==> src/rtl/uart_tx_pkg.sv <==
// Shared UART definitions: FSM state encodings, default oversampling
// factor and the standard stop-period lengths in TICK units.
package uart_tx_pkg;

  typedef enum logic [2:0] {
    ST_IDLE   = 3'd0,
    ST_START  = 3'd1,
    ST_DATA   = 3'd2,
    ST_PARITY = 3'd3,
    ST_STOP   = 3'd4
  } uart_state_e;

  localparam int NUM_TICKS_DEF = 16;

  // Stop-period lengths for 16x oversampling: 1, 1.5 and 2 stop bits.
  localparam int SB_1   = 16;
  localparam int SB_1P5 = 24;
  localparam int SB_2   = 32;

  function automatic int max_int(input int a, input int b);
    return (a > b) ? a : b;
  endfunction

endpackage

==> src/rtl/uart_tx.sv <==
// UART transmitter: frames a parallel word as start / data (LSB first) /
// optional parity / stop on tx, paced by a 16x oversampled tick strobe.
//
// Handshake: tx_start is a level request. It is accepted on any clk edge
// where the FSM is idle (tx_busy low); acceptance is signalled by tx_busy
// rising on that same edge. Requests while tx_busy is high are dropped,
// not queued. tx_done pulses for one cycle on the edge that ends the stop
// period, together with tx_busy falling.
module uart_tx
  import uart_tx_pkg::*;
#(
  parameter int DBIT       = 8,
  parameter int NUM_TICKS  = NUM_TICKS_DEF,
  parameter int SB_TICK    = SB_1,
  parameter int PARITY_EN  = 0,
  parameter int PARITY_ODD = 0
) (
  input  logic            clk,
  input  logic            rst_n,
  input  logic            tick,
  input  logic            tx_start,
  input  logic [DBIT-1:0] din,
  output logic            tx,
  output logic            tx_busy,
  output logic            tx_done,
  output logic [2:0]      state_dbg
);

  localparam int TW = $clog2(max_int(NUM_TICKS, SB_TICK));
  localparam int BW = $clog2(DBIT);

  localparam logic [TW-1:0] TICK_LAST = TW'(NUM_TICKS - 1);
  localparam logic [TW-1:0] STOP_LAST = TW'(SB_TICK - 1);
  localparam logic [BW-1:0] BIT_LAST  = BW'(DBIT - 1);

  uart_state_e     state, state_n;
  logic [TW-1:0]   tick_cnt, tick_cnt_n;
  logic [BW-1:0]   bit_cnt, bit_cnt_n;
  logic [DBIT-1:0] shift, shift_n;
  logic            parity, parity_n;
  logic            tx_n, busy_n, done_n;

  assign state_dbg = state;

  // State, counters, shift register and all outputs are registered here.
  always_ff @(posedge clk or negedge rst_n) begin
    if (!rst_n) begin
      state    <= ST_IDLE;
      tick_cnt <= '0;
      bit_cnt  <= '0;
      shift    <= '0;
      parity   <= 1'b0;
      tx       <= 1'b1;
      tx_busy  <= 1'b0;
      tx_done  <= 1'b0;
    end else begin
      state    <= state_n;
      tick_cnt <= tick_cnt_n;
      bit_cnt  <= bit_cnt_n;
      shift    <= shift_n;
      parity   <= parity_n;
      tx       <= tx_n;
      tx_busy  <= busy_n;
      tx_done  <= done_n;
    end
  end

  // Next-state and next-output logic; tx is computed here so the line
  // register never glitches on a state decode.
  always_comb begin
    state_n    = state;
    tick_cnt_n = tick_cnt;
    bit_cnt_n  = bit_cnt;
    shift_n    = shift;
    parity_n   = parity;
    tx_n       = tx;
    busy_n     = tx_busy;
    done_n     = 1'b0;
    case (state)
      ST_IDLE: begin
        tx_n = 1'b1;
        // Accept does not wait for tick; a coincident tick is not counted.
        if (tx_start) begin
          shift_n    = din;
          parity_n   = (PARITY_ODD != 0) ? ~^din : ^din;
          tick_cnt_n = '0;
          bit_cnt_n  = '0;
          tx_n       = 1'b0;
          busy_n     = 1'b1;
          state_n    = ST_START;
        end
      end
      ST_START: begin
        if (tick) begin
          if (tick_cnt == TICK_LAST) begin
            tick_cnt_n = '0;
            tx_n       = shift[0];
            state_n    = ST_DATA;
          end else begin
            tick_cnt_n = tick_cnt + 1'b1;
          end
        end
      end
      ST_DATA: begin
        if (tick) begin
          if (tick_cnt == TICK_LAST) begin
            tick_cnt_n = '0;
            shift_n    = shift >> 1;
            if (bit_cnt == BIT_LAST) begin
              if (PARITY_EN != 0) begin
                tx_n    = parity;
                state_n = ST_PARITY;
              end else begin
                tx_n    = 1'b1;
                state_n = ST_STOP;
              end
            end else begin
              bit_cnt_n = bit_cnt + 1'b1;
              tx_n      = shift[1];
            end
          end else begin
            tick_cnt_n = tick_cnt + 1'b1;
          end
        end
      end
      ST_PARITY: begin
        if (tick) begin
          if (tick_cnt == TICK_LAST) begin
            tick_cnt_n = '0;
            tx_n       = 1'b1;
            state_n    = ST_STOP;
          end else begin
            tick_cnt_n = tick_cnt + 1'b1;
          end
        end
      end
      ST_STOP: begin
        tx_n = 1'b1;
        if (tick) begin
          if (tick_cnt == STOP_LAST) begin
            tick_cnt_n = '0;
            done_n     = 1'b1;
            busy_n     = 1'b0;
            state_n    = ST_IDLE;
          end else begin
            tick_cnt_n = tick_cnt + 1'b1;
          end
        end
      end
      default: begin
        tx_n    = 1'b1;
        busy_n  = 1'b0;
        state_n = ST_IDLE;
      end
    endcase
  end

endmodule
==> config.mk <==
export PLATFORM = sky130hd
export DESIGN_NAME = uart_tx
export DESIGN_NICKNAME = d
export VERILOG_FILES = /design/src/rtl/uart_tx_pkg.sv /design/src/rtl/uart_tx.sv
export SDC_FILE = /design/constraint.sdc
export NUM_CORES = 1
export LEC_CHECK = 0
export CAP_MARGIN = 20
export CELL_PAD_IN_SITES_DETAIL_PLACEMENT = 0
export CELL_PAD_IN_SITES_GLOBAL_PLACEMENT = 2
export CORE_UTILIZATION = 35
export CTS_CLUSTER_SIZE = 14
export DETAILED_ROUTE_END_ITERATION = 12
export PLACE_DENSITY_LB_ADDON = 0.2
export SLEW_MARGIN = 20
export SYNTH_ARGS = -nofsm -noshare
export SYNTH_HDL_FRONTEND = slang
export SYNTH_SLANG_ARGS = --single-unit
==> constraint.sdc <==
create_clock -name clk -period 2.67 [get_ports clk]
set_input_delay 0.534 -clock clk [delete_from_list [all_inputs] [get_ports clk]]
set_output_delay 0.534 -clock clk [all_outputs]
set_load 0.05 [all_outputs]
# Word level (Yosys, flattened, before mapping)
# Index checks and enable logic that the tools add are counted.
# classes
mux	40
n_bitwise	1
n_eq_ne	18
addsub	2
n_reduce_logical	11
# op_table
cell	n
$mux W3	14
$mux W8	3
$ne A2 B2 Y1 const B	11
$pmux W8 S2	1
$pmux W3 S5	1
$mux W1	14
$mux W4	3
$reduce_and A10 Y1	1
$pmux W4 S2	1
$reduce_and A4 Y1	2
$eq A3 B2 Y1 const B	2
$eq A3 B3 Y1 const B	2
$pmux W3 S2	1
$reduce_and A6 Y1	1
$reduce_and A5 Y1	1
$add A4 B1 Y4 const B	1
$eq A4 B4 Y1 const B	1
$pmux W1 S4	1
$reduce_bool A2 Y1	2
$reduce_or A4 Y1	1
$add A3 B1 Y3 const B	1
$eq A3 B1 Y1 const B	1
$logic_not A3 Y1	1
$pmux W1 S3	1
4 further kinds	4
# totals
output_inout_bits	6
word_cells	79
input_bits	12
ff_bits	21

# Logic depth before layout (Yosys ltp)
# logic_depth
ltp_word	5
ltp_mapped	6
depth_no_buf	5

# Least setup slack after synthesis
# No wires, ideal clock.
# synth_path
kind	register to register
start	register state[1], in the netlist state_dbg[1]
end	register tick_cnt[2]
n_path_buf	1
setup_time_ns	0.134
period_less_slack_ns	1.615
required_time_ns	2.536
stages_incl_launch_ff	6
path_slack_ns	1.055
t_arrival_ns	1.481
cell_sequence	dfrtp_1 buf_2 or3_1 a21o_2 o21ai_0 a31oi_1
# synth_via
elab_chain_len	4
elab_cells_between_ends	11
classes_between	eq/ne (6); mux (1); reduce/logical (4)
# synth_rtl
element	line_no	source
start: declaration	uart_tx.sv:36	uart_state_e state, state_n;
start signal: assignment	uart_tx.sv:57	state <= state_n;
$eq A3 B3 Y1, or another cell as far along	uart_tx.sv:79	case (state)
$reduce_or A4 Y1 (no line)	--	
$ne A2 B1 Y1 (no line) / $reduce_bool A2 Y1 (equally long branches)	--	
$reduce_and A3 Y1 (no line)	--	
end signal: assignment	uart_tx.sv:58	tick_cnt <= tick_cnt_n;
end: declaration	uart_tx.sv:37	logic [TW-1:0] tick_cnt, tick_cnt_n;
# Several ways; a longest one is shown, not always the timed one.
# A chain may end at the register's enable or synchronous reset.

# Worst setup path after layout
# layout_path
start	register state[0], in the netlist state_dbg[0]
end	output port state_dbg[0]
# layout_rtl
element	line_no	source
end: declaration	uart_tx.sv:26	output logic [2:0] state_dbg
# No word-level cell between the ends.

==> results.md <==
* FMAX at 441 MHz
* Synth area leaders: dfrtp_1, a21oi_1, nor2_1
* Critical Path RT at 2140 ps
* Synthesized Nets at 134
* CTS Hold Bufs at 0
* All-Layer GR Usage at 16.7%
* Final setup viols at 0
* Total Routed Length at 2.50 mm
* CTS tree: yes
* DR iter-0 viols at 38
* Critical path data arrival time at 1730 ps
* Setup ws final at 402 ps
* Post_cts resized at 0
* First-pass GRT wire length at 4.36 mm
* Slew HR at 60.8%
* Total CTS buffers at 3
* Setup_tns at 0 ps
* Period utilisation layout at 84.9%
* Worst-path clk slew at 120 ps
* Sink Count at 21
* Status: complete, no violations
* CP max-delay cell: clkdlybuf4s50_1
* Core Rows at 20
* Clock skew at 4.85 ps
* Max stage delay on crit path at 870 ps
* Max-slew violation count at 0
* Mean post-synth cell area at 9.64 sq um
* Placer Congestion at 0.804
* Core box area at 3080 sq um
* P&R area growth vs syn at 20.3%
* Ys Warns at 0
* I/O pins at 18
* Synth top area share at 43.6%
* WL per Instance at 13.9 microns
* Most used DFF post-synth: dfrtp_1
* # DRC at 0
* Hold Violations, Final at 0
* Initial core utilization at 37.3%
* Worst-Margin Slew at 587 ps
* Biggest area consumer among synthesized cells: dfrtp_1
* Max-Cap Viols at 0
* Layout cells sized above 1 at 13.2%
* Worst-path fanout max at 11
* Worst skew pair latency at 300 ps
* HPWL Detailed at 1.78 mm
* Seq/Total Area, Yosys at 45.9%
* RSZ-0062 raised after global routing: no
* Static leakage at 0.558 nW
* Gr ovfl total at 0
* DR vias at 956
* Post-Synthesis Cells at 119
* CP top delay family: buffers and inverters
* Setup CP Type: register to output port
* Synthesized flop and latch total at 21
* Root buf cell: clkbuf_4
* CTS max path bufs at 2
* CP endpoint kind: output port
* Antenna viol nets, final at 0
* I/O Buffers at 17
* Die Area at 3510 sq um
* Worst path bufs/invs at 1
* Number of setup buffers added after CTS at 0
* Most common cell in the netlist: dfrtp_1
* Htree depth at 1
* Final #Nets at 152
* Setup crit start kind: register
* HP Class: register to register
* Synth top cells by count: dfrtp_1, a21oi_1, nor2_1
* Post-synth EDFFs at 0
* Die outline height at 59.3 microns
* Initial antenna violation count at 0
* Place WS at 410 ps
* TritonRoute pass-1 iters at 4
* Vias in the first global route at 966
* Final min period at 2270 ps
* Worst VDD drop at 0.000442 V
* PD cells at 917 nW/um^2
* Antenna cell count at 0
* Fin util at 44.8%
* Post-synth ARST share at 100%
* Synthesized area at 1150 sq um
* CP Cell Sequence: clkdlybuf4s50_1
* Yosys cell types at 43
* Routed vias/inst at 5.31
* Largest net degree at the start of global routing at 17
* DIE WIDTH at 59.3 microns
* Total power at 1.27 mW
## placed cells by master, fill, tap and decap left out, types with 3 or more instances in the layout
cell             netlist  layout
ha_1                   3       3
a21oi_1               15      15
buf_4                  1       3
nor2_1                13      13
o21ai_0                6       6
clkbuf_4               0       3
nand2_1                5       5
clkdlybuf4s50_1        0      17
and3_1                 3       3
o22ai_1                5       5
a31oi_1                5       5
inv_1                  3       3
dfrtp_1               20      20
## power breakdown
group | internal (mW) | total (mW) | switching (mW)
clock | 0.0582 | 0.154 | 0.0953
sequential | 0.437 | 0.566 | 0.130
combinational | 0.237 | 0.545 | 0.308
## per-stage QoR
stage / hold WS (ps) / cell area [sq um] / std cells
after global placement: 482 / 1350 / 176
after global routing: 554 / 1380 / 180
after floorplan: 238 / 1150 / 119
final: 521 / 1380 / 180
after detailed placement: 497 / 1350 / 176
after CTS: 527 / 1380 / 180
## metal layers
layer	up-vias	global-route usage (%)	wire length [microns]
met2	18	24.6	1080
li1	480	-	-
met4	0	5.44	17
met5	-	0	0
met3	2	5.24	104
met1	456	23.1	1300
## final cells by class
type	instances	area [sq um]
clock buffers	4	26.3
fillers	307	1700
inverters	3	11.3
multi-input cells	88	568
flip-flops and latches	21	527
well taps	44	55.1
repair buffers	20	193
## path summary, 6_finish.rpt
| path | start | to | slack, ps | cells after the start |
|---|---|---|---|---|
| setup / recovery | state_dbg[0]$_DFFE_PN0P_ | state_dbg[0] | 400 | 1 |
| hold / removal | shift[7]$_DFFE_PN0P_ | shift[7]$_DFFE_PN0P_ | 520 | 2 |
| setup reg to reg | tick_cnt[0]$_DFFE_PN0P_ | bit_cnt[0]$_DFFE_PN0P_ | 1000 | 5 |
| hold reg to reg | shift[7]$_DFFE_PN0P_ | shift[7]$_DFFE_PN0P_ | 520 | 2 |
| max in group asynchronous | rst_n | tick_cnt[3]$_DFFE_PN0P_ | 1530 | 2 |
| min in group asynchronous | rst_n | shift[7]$_DFFE_PN0P_ | 590 | 1 |
## kinds of logic after synthesis
kind of cell	after synthesis	synth area share, %
DFF	21	45.9
adders and majority gates	3	3.27
and+or+nand+nor	39	19.5
muxes	1	1.31
buffers and inverters	10	4.58
AOI/OAI and AO/OA	45	25.4
## state kept, by name, summed over array words and instances (netlist names)
register	flops
tx	1
tx_busy	1
bit_cnt	3
tx_done	1
shift	8
state_dbg	3
tick_cnt	4
No activity file was read; power rests on OpenSTA's default activity.
